### src/rtl/snes_hook_pkg.sv
// Shared types and constants for the SNES vector-override engine.
// Slot state encodings, config window offsets and CTRL bit positions.
package snes_hook_pkg;

    typedef enum logic [1:0] {
        ST_DISARMED = 2'd0,
        ST_WAIT_LO  = 2'd1,
        ST_DRV_LO   = 2'd2,
        ST_DRV_HI   = 2'd3
    } slot_state_t;

    localparam logic [2:0] OFF_SEL     = 3'd0;
    localparam logic [2:0] OFF_VADDR_L = 3'd1;
    localparam logic [2:0] OFF_VADDR_H = 3'd2;
    localparam logic [2:0] OFF_TGT_L   = 3'd3;
    localparam logic [2:0] OFF_TGT_H   = 3'd4;
    localparam logic [2:0] OFF_CTRL    = 3'd5;
    localparam logic [2:0] OFF_STATUS  = 3'd6;
    localparam logic [2:0] OFF_INFO    = 3'd7;

    localparam int CTRL_ARM     = 0;
    localparam int CTRL_PERSIST = 1;

    typedef struct packed {
        logic vaddr_l;
        logic vaddr_h;
        logic tgt_l;
        logic tgt_h;
        logic ctrl;
    } slot_wr_t;

endpackage

### src/rtl/snes_bus_sync.sv
// Two-flop synchronisers for the SNES bus strobes with edge detection.
// bus_latch marks the synchronised falling edge of the read strobe.
module snes_bus_sync (
    input  logic clk,
    input  logic rst_n,
    input  logic pard_n,
    input  logic pawr_n,
    output logic bus_latch,
    output logic pard_rise,
    output logic pawr_rise
);

    logic [2:0] rd_q;
    logic [2:0] wr_q;

    always_ff @(posedge clk or negedge rst_n) begin
        if (!rst_n) begin
            rd_q <= '1;
            wr_q <= '1;
        end else begin
            rd_q <= {rd_q[1:0], pard_n};
            wr_q <= {wr_q[1:0], pawr_n};
        end
    end

    // [1] is the synchronised level, [2] its previous value
    assign bus_latch = rd_q[2] & ~rd_q[1];
    assign pard_rise = ~rd_q[2] & rd_q[1];
    assign pawr_rise = ~wr_q[2] & wr_q[1];

endmodule

### src/rtl/snes_vec_slot.sv
// One vector slot: override FSM, vector/target registers and match outputs.
// The FSM steps only on bus_latch; config writes override it at any time.
module snes_vec_slot
    import snes_hook_pkg::*;
#(
    parameter int          ADDR_W    = 8,
    parameter logic [15:0] RST_VADDR = 16'h0000,
    parameter logic [15:0] RST_TGT   = 16'h0000,
    parameter bit          RST_ARMED = 1'b0
) (
    input  logic              clk,
    input  logic              rst_n,
    input  logic [ADDR_W-1:0] addr,
    input  logic              bus_latch,
    input  logic              blocked,
    input  slot_wr_t          wr,
    input  logic [7:0]        wr_data,
    output logic              drive_lo,
    output logic              drive_hi,
    output logic [ADDR_W-1:0] vaddr,
    output logic [15:0]       tgt,
    output logic [7:0]        ctrl,
    output logic              hit_pulse
);

    localparam logic [ADDR_W-1:0] ONE = 1;

    slot_state_t       state;
    logic              persist;
    logic [ADDR_W-1:0] vnext;
    logic              match_lo;
    logic              match_hi;
    logic [15:0]       v16;
    logic [15:0]       vl_new;
    logic [15:0]       vh_new;

    assign vnext    = vaddr + ONE;
    assign match_lo = (addr == vaddr);
    assign match_hi = (addr == vnext);

    assign drive_lo = match_lo &
                      (state == ST_WAIT_LO || state == ST_DRV_LO);
    assign drive_hi = match_hi &
                      (state == ST_DRV_LO || state == ST_DRV_HI);

    assign ctrl = {6'b0, persist, state != ST_DISARMED};

    // Bits above ADDR_W fall away on truncation and read back as zero
    assign v16    = 16'(vaddr);
    assign vl_new = {v16[15:8], wr_data};
    assign vh_new = {wr_data, v16[7:0]};

    always_ff @(posedge clk or negedge rst_n) begin
        if (!rst_n) begin
            vaddr     <= RST_VADDR[ADDR_W-1:0];
            tgt       <= RST_TGT;
            persist   <= 1'b0;
            state     <= RST_ARMED ? ST_WAIT_LO : ST_DISARMED;
            hit_pulse <= 1'b0;
        end else begin
            hit_pulse <= 1'b0;
            if (wr.vaddr_l) vaddr <= vl_new[ADDR_W-1:0];
            if (wr.vaddr_h) vaddr <= vh_new[ADDR_W-1:0];
            if (wr.tgt_l)   tgt[7:0]  <= wr_data;
            if (wr.tgt_h)   tgt[15:8] <= wr_data;
            if (wr.ctrl) begin
                persist <= wr_data[CTRL_PERSIST];
                state   <= wr_data[CTRL_ARM] ? ST_WAIT_LO : ST_DISARMED;
            end else if (bus_latch) begin
                case (state)
                    ST_WAIT_LO: begin
                        // A lower slot claiming this fetch keeps us waiting
                        if (match_lo && !blocked) state <= ST_DRV_LO;
                    end
                    ST_DRV_LO: begin
                        if (match_hi)       state <= ST_DRV_HI;
                        else if (!match_lo) state <= ST_WAIT_LO;
                    end
                    ST_DRV_HI: begin
                        if (!match_hi) begin
                            state     <= persist ? ST_WAIT_LO : ST_DISARMED;
                            hit_pulse <= 1'b1;
                        end
                    end
                    default: ;
                endcase
            end
        end
    end

endmodule

### src/rtl/snes_vector_hook.sv
// Multi-slot SNES vector hook: slot array, priority drive mux and
// an 8-register B-bus config window for runtime re-hooking.
module snes_vector_hook
    import snes_hook_pkg::*;
#(
    parameter int          NUM_VEC    = 4,
    parameter int          ADDR_W     = 8,
    parameter logic [7:0]  CFG_BASE   = 8'hF0,
    parameter logic [15:0] BOOT_VADDR = 16'h00FC,
    parameter logic [15:0] BOOT_TGT   = 16'h2184
) (
    input  logic               clk,
    input  logic               rst_n,
    input  logic [ADDR_W-1:0]  addr,
    input  logic [7:0]         data_in,
    output logic [7:0]         data_out,
    output logic               data_oe,
    input  logic               PARD_n,
    input  logic               PAWR_n,
    output logic [NUM_VEC-1:0] hook_hit
);

    localparam logic [ADDR_W-1:0] CFG_A = ADDR_W'(CFG_BASE);

    logic bus_latch;
    logic pard_rise;
    logic pawr_rise;

    snes_bus_sync u_sync (
        .clk       (clk),
        .rst_n     (rst_n),
        .pard_n    (PARD_n),
        .pawr_n    (PAWR_n),
        .bus_latch (bus_latch),
        .pard_rise (pard_rise),
        .pawr_rise (pawr_rise)
    );

    logic       in_window;
    logic [2:0] off;
    logic       cfg_rd;

    assign in_window = (addr[ADDR_W-1:3] == CFG_A[ADDR_W-1:3]);
    assign off       = addr[2:0];
    assign cfg_rd    = !PARD_n && in_window;

    logic [2:0]         cap_off;
    logic [7:0]         cap_data;
    logic               pend;
    logic               commit;
    logic [7:0]         sel;
    logic               rd_stat;
    logic [NUM_VEC-1:0] hit;

    logic [NUM_VEC-1:0] drv_lo;
    logic [NUM_VEC-1:0] drv_hi;
    logic [NUM_VEC-1:0] blocked;
    logic [NUM_VEC-1:0] hit_pulse;
    logic [ADDR_W-1:0]  vaddr_arr [NUM_VEC];
    logic [15:0]        tgt_arr   [NUM_VEC];
    logic [7:0]         ctrl_arr  [NUM_VEC];
    slot_wr_t           wr_arr    [NUM_VEC];

    assign commit   = pawr_rise && pend;
    assign hook_hit = hit_pulse;

    // Last bus value seen while the write strobe is low is what commits
    always_ff @(posedge clk or negedge rst_n) begin
        if (!rst_n) begin
            cap_off  <= '0;
            cap_data <= '0;
            pend     <= 1'b0;
            sel      <= '0;
        end else begin
            if (!PAWR_n && in_window) begin
                cap_off  <= off;
                cap_data <= data_in;
                pend     <= 1'b1;
            end else if (pawr_rise) begin
                pend <= 1'b0;
            end
            if (commit && cap_off == OFF_SEL) sel <= cap_data;
        end
    end

    // A hit landing on the clear cycle survives it
    always_ff @(posedge clk or negedge rst_n) begin
        if (!rst_n) begin
            rd_stat <= 1'b0;
            hit     <= '0;
        end else begin
            if (cfg_rd && off == OFF_STATUS) rd_stat <= 1'b1;
            else if (pard_rise)             rd_stat <= 1'b0;
            if (pard_rise && rd_stat) hit <= hit_pulse;
            else                      hit <= hit | hit_pulse;
        end
    end

    always_comb begin
        for (int i = 0; i < NUM_VEC; i++) begin
            wr_arr[i] = '0;
            if (commit && sel == 8'(i)) begin
                wr_arr[i].vaddr_l = (cap_off == OFF_VADDR_L);
                wr_arr[i].vaddr_h = (cap_off == OFF_VADDR_H);
                wr_arr[i].tgt_l   = (cap_off == OFF_TGT_L);
                wr_arr[i].tgt_h   = (cap_off == OFF_TGT_H);
                wr_arr[i].ctrl    = (cap_off == OFF_CTRL);
            end
        end
    end

    always_comb begin
        logic acc;
        acc = 1'b0;
        for (int i = 0; i < NUM_VEC; i++) begin
            blocked[i] = acc;
            acc        = acc | drv_lo[i] | drv_hi[i];
        end
    end

    for (genvar i = 0; i < NUM_VEC; i++) begin : g_slot
        snes_vec_slot #(
            .ADDR_W    (ADDR_W),
            .RST_VADDR ((i == 0) ? BOOT_VADDR : 16'h0000),
            .RST_TGT   ((i == 0) ? BOOT_TGT : 16'h0000),
            .RST_ARMED (i == 0)
        ) u_slot (
            .clk       (clk),
            .rst_n     (rst_n),
            .addr      (addr),
            .bus_latch (bus_latch),
            .blocked   (blocked[i]),
            .wr        (wr_arr[i]),
            .wr_data   (cap_data),
            .drive_lo  (drv_lo[i]),
            .drive_hi  (drv_hi[i]),
            .vaddr     (vaddr_arr[i]),
            .tgt       (tgt_arr[i]),
            .ctrl      (ctrl_arr[i]),
            .hit_pulse (hit_pulse[i])
        );
    end

    logic [15:0] sv16;
    logic [15:0] st;
    logic [7:0]  sc;
    logic [7:0]  status8;
    logic [7:0]  rd_val;

    always_comb begin
        sv16    = '0;
        st      = '0;
        sc      = '0;
        status8 = '0;
        for (int i = 0; i < NUM_VEC; i++) begin
            if (sel == 8'(i)) begin
                sv16 = 16'(vaddr_arr[i]);
                st   = tgt_arr[i];
                sc   = ctrl_arr[i];
            end
        end
        status8[NUM_VEC-1:0] = hit;
        rd_val = '0;
        case (off)
            OFF_SEL:     rd_val = sel;
            OFF_VADDR_L: rd_val = sv16[7:0];
            OFF_VADDR_H: rd_val = sv16[15:8];
            OFF_TGT_L:   rd_val = st[7:0];
            OFF_TGT_H:   rd_val = st[15:8];
            OFF_CTRL:    rd_val = sc;
            OFF_STATUS:  rd_val = status8;
            OFF_INFO:    rd_val = {5'b0, 3'(NUM_VEC - 1)};
            default:     rd_val = '0;
        endcase
    end

    logic       slot_oe;
    logic [7:0] slot_d;

    // Walk downwards so the lowest matching index is the one left standing
    always_comb begin
        slot_oe = 1'b0;
        slot_d  = '0;
        for (int i = NUM_VEC - 1; i >= 0; i--) begin
            if (drv_lo[i] || drv_hi[i]) begin
                slot_oe = 1'b1;
                slot_d  = drv_lo[i] ? tgt_arr[i][7:0] : tgt_arr[i][15:8];
            end
        end
    end

    assign data_oe  = rst_n && (cfg_rd || slot_oe);
    assign data_out = !rst_n  ? 8'h00  :
                      cfg_rd  ? rd_val :
                      slot_oe ? slot_d : 8'h00;

endmodule

### config.mk
export PLATFORM = sky130hd
export DESIGN_NAME = snes_vector_hook
export DESIGN_NICKNAME = d
export VERILOG_FILES = /design/src/rtl/snes_hook_pkg.sv /design/src/rtl/snes_bus_sync.sv /design/src/rtl/snes_vec_slot.sv /design/src/rtl/snes_vector_hook.sv
export SDC_FILE = /design/constraint.sdc
export NUM_CORES = 1
export LEC_CHECK = 0
export BUFFER_PORTS_ARGS = -buffer_cell sky130_fd_sc_hd__buf_2
export CAP_MARGIN = 30
export CORE_ASPECT_RATIO = 2
export CORE_MARGIN = 10
export CORE_UTILIZATION = 30
export DETAILED_ROUTE_END_ITERATION = 10
export MAX_ROUTING_LAYER = met4
export PLACE_DENSITY = 0.53
export SKIP_CTS_REPAIR_TIMING = 1
export SLEW_MARGIN = 40
export SYNTH_ARGS = -nofsm -noshare
export SYNTH_HDL_FRONTEND = slang
export SYNTH_HIERARCHICAL = 1
export SYNTH_SLANG_ARGS = --single-unit
### constraint.sdc
create_clock -name clk -period 3.8 [get_ports clk]
set_clock_uncertainty 0.05 [all_clocks]
set_input_delay 0.19 -clock clk [delete_from_list [all_inputs] [get_ports clk]]
set_output_delay 0.19 -clock clk [all_outputs]
set_load 0.02 [all_outputs]
==> impl_summary.log <==
[metrics] RR Endpoint: g_slot[3].u_slot/state[1]$_DFFE_PN0P_
[metrics] dominant combinational cell family by area after synthesis: multiplexers
[metrics] most frequently used flop master after synthesis: dfrtp_1
[metrics] worst setup slack after placement: 0.174 ns
[metrics] number of fill cells in the layout: 3101
[metrics] kind of start point of the critical path: flip-flop
[metrics] drt first-iter violations: 612
[metrics] EDFF count, synth: 0
[metrics] grt ovf: 0
[metrics] routed wire length: 33.2 mm
[metrics] endpoint class of the critical path: output pin
[metrics] maximum vdd ir drop: 0.325 mV
[metrics] TritonCTS clock tree: yes
[metrics] multiplexer area fraction after synthesis: 0.215
[metrics] met3 layer wire length in the routed design: 1.05 mm
[metrics] Synth area leader: dfrtp_1
[metrics] achievable frequency: 270 MHz
[metrics] drt via density: 5.52
[metrics] minimum setup slack in the final design: 0.0984 ns
[metrics] Post-route DRC: 0
[metrics] number of warnings printed during yosys synthesis: 6
[metrics] area of combinational cells with multiple inputs: 0.00567 mm^2
[metrics] Synth Area in Compound Gates: 0.149
[metrics] length of routed met2 wiring: 18.5 mm
[metrics] portion of the post-synthesis area used by sequential elements: 0.378
[metrics] number of synthesized register bits: 143
[metrics] clock sink count: 143
[metrics] type of the setup path with the least slack: flip-flop to output pin
[metrics] DR pass1 iterations: 5
[metrics] class of the worst hold path: input port to flip-flop
[metrics] outcome: finished clean
[metrics] Max-slew headroom: 0.439
[metrics] worst hold slack: 0.243 ns
[metrics] Worst EP arrival: 3.46 ns
[metrics] top-level port count: 33
[metrics] final number of setup-violating endpoints: 0
[metrics] Hold Crit Endpoint: rd_stat$_DFFE_PN0P_
[metrics] number of global-route vias before repair: 7651
[metrics] setup repair after global routing missed its margin: yes
[metrics] Simple-Gate Fraction of Synth Area: 0.127
[metrics] Routed Antenna Nets: 0
[metrics] share of flip-flops with an asynchronous set or reset: 1.00
[metrics] overall die height: 272 um
[metrics] number of H-tree levels: 4
[metrics] Synth Area in XOR/XNOR: 0.0441
[metrics] fraction of the cycle the final worst path needs: 0.974
[metrics] final std cell area, no fill: 0.0114 mm^2
[metrics] initial core utilization: 0.303
[metrics] post-route non-filler standard cell count: 1388
[metrics] global-route wire length before repair: 48.4 mm
[metrics] area of the core region: 0.0314 mm^2
[metrics] power density of the placed cells: 408 mW/mm^2
[metrics] Fin. Hold Viols: 0
[metrics] Worst R2R Setup Slack: 0.40 ns
[metrics] launch instance of the worst register-to-register path: g_slot[0].u_slot/vaddr[6]$_DFFE_PN1P_
[metrics] Detail Placement HPWL: 24.4 mm
[metrics] width of the die: 146 um
[metrics] Worst-Margin Slew: 0.840 ns
[metrics] FF/Latch Area: 0.00361 mm^2
[metrics] library cells used by synthesis: 72
[metrics] Final Slew Violations: 0
[metrics] required time at the endpoint of the critical path: 3.56 ns
[metrics] adder-cell share of the synthesized area: 0.0262
[metrics] Total Die Area: 0.0397 mm^2
[metrics] number of placed instances, taps included: 1327
[metrics] layout cell share with drive strength beyond 1: 0.396
[metrics] main area contributors after synthesis: dfrtp_1 (33%), mux2_2 (16%), dfstp_2 (4.7%)
[metrics] maximum fanout along the worst path: 7
[metrics] Routed WL per cell: 23.9 um
[metrics] row cnt: 92
[metrics] number of max-cap violations: 0
[metrics] share of the synthesized area in the top cell type: 0.331
[metrics] number of cell instances on the worst register-to-register path: 14
[metrics] clock transition at the registers of the reported paths: 0.06 ns
[metrics] area grow syn2layout: 19.3%
[metrics] met1 wire length: 11.3 mm
[metrics] Post-Syn Area per Cell: 10.8 um^2
[metrics] number of I/O port buffers: 32
[metrics] Hold Path Origin: addr[0]
[metrics] Total Routing Usage GR: 0.166
[metrics] Post-Syn Area: 0.00954 mm^2
[metrics] nets: 992
[metrics] global placer's final weighted congestion: 0.930
[metrics] Clock Tree Root: clkbuf_16
[metrics] Layout Utilization: 0.362
[metrics] insertion delay of the later-clocked pin in the worst-skew pair: 0.45 ns
[metrics] initial antenna violation count: 0
[metrics] clk buf depth: 2
[metrics] Highest Signal Layer: met4
[metrics] Leakage Power: 4.87 nW
[metrics] Min Clock Period, post-route: 3.70 ns
[metrics] WHS Path Cells: 2
[metrics] total clock buffers created by CTS: 17
[metrics] Placed Instance Area: 0.0102 mm^2
[metrics] maximum number of pins on one net before global-route repair: 82
[metrics] antenna cell count: 0
[metrics] Cells after Synth: 884
[metrics] vias after detailed routing: 7663
critical path, stage by stage (launching register included):
cell,delay (ns)
dfrtp_1,0.46
xnor2_1,0.20
or4b_1,0.54
a211oi_4,0.42
nand2_2,0.13
nor2_4,0.18
or2_4,0.22
a221oi_1,0.07
a211oi_2,0.20
o311ai_0,0.14
a41oi_1,0.27
buf_4,0.20
registers in the layout, indices dropped and copies added (netlist names), 3 cells and up:
signal                   count
hit                          4
g_slot.u_slot/tgt           64
g_slot.u_slot/state          8
sel                          8
u_sync/wr_q                  3
cap_data                     8
g_slot.u_slot/hit_pulse      4
g_slot.u_slot/persist        4
cap_off                      3
u_sync/rd_q                  3
g_slot.u_slot/vaddr         32
worst max path at each step:
| stage | startpoint | endpoint | slack, ns | cells after the start |
|---|---|---|---|---|
| floorplan | g_slot[3].u_slot/vaddr[0]$_DFFE_PN0P_ | data_out[2] | 0.25 | 11 |
| global placement | g_slot[0].u_slot/vaddr[0]$_DFFE_PN0P_ | data_out[2] | 0.16 | 14 |
| detailed placement | g_slot[0].u_slot/vaddr[0]$_DFFE_PN0P_ | data_out[2] | 0.17 | 14 |
| CTS | g_slot[0].u_slot/vaddr[0]$_DFFE_PN0P_ | data_out[2] | -0.34 | 14 |
| global route | g_slot[0].u_slot/vaddr[7]$_DFFE_PN1P_ | data_out[2] | 0.02 | 13 |
| finish | g_slot[2].u_slot/vaddr[4]$_DFFE_PN0P_ | data_out[0] | 0.1 | 11 |
cell usage in the layout (no fill, tap or decap), types with 22 or more instances in the layout:
cell / instances
mux2_2: 134
dfrtp_1: 116
buf_4: 62
nor2_1: 56
a21oi_1: 31
inv_1: 30
conb_1: 25
buf_2: 24
nor2b_1: 23
nand2_1: 22
xor2_1: 22
area by class of cell:
| cell class | count | area share |
|---|---|---|
| Clock buffer | 18 | 0.0377 |
| Clock inverter | 14 | 0.0156 |
| Inverter | 30 | 0.00990 |
| Multi-Input combinational cell | 653 | 0.498 |
| Sequential cell | 143 | 0.317 |
| Tap cell | 423 | 0.0465 |
| Timing Repair Buffer | 107 | 0.0745 |
power breakdown:
part,switching [mW],total [mW],internal [mW]
Clock,0.723,1.77,1.04
Combinational,0.598,1.02,0.419
Sequential,0.224,1.86,1.64
through the flow:
step                      power, mW  TNS [ns]
after floorplan                2.48         0
after global routing           4.84         0
after CTS                      4.64     -2.00
final                          4.65         0
after global placement         2.85         0
after detailed placement       2.85         0
cells in the mapped netlist (9+ instances only):
cell type and instances:
inv_1 30, nand4_1 10, a211oi_1 12, mux4_2 16, o21ai_0 11, nand3_1 15
nor3_1 10, ha_1 20, nor2_1 59, xor2_1 24, nor2b_1 25, clkbuf_1 33
xnor2_1 24, o22ai_1 14, mux2i_1 18, a21o_1 14, nand2_1 26, nor3b_1 9
a21oi_1 31, mux2_2 134, a221oi_1 17, dfstp_2 17, dfrtp_1 126, buf_4 31
cell families after synthesis:
group,Yosys count
muxes,168
AOI/OAI and AO/OA,179
adders and majority gates,20
other,5
and+or+nand+nor,212
xor gates and xnor gates,48
buffers and inverters,109
DFF,143
routing by layer:
metal  vias up  GRT usage
met4         0      0.112
met1      3908      0.150
met2       242      0.315
li1       3395          -
met3       118     0.0229
met5         -          -
(Power assumes the default switching activity.)
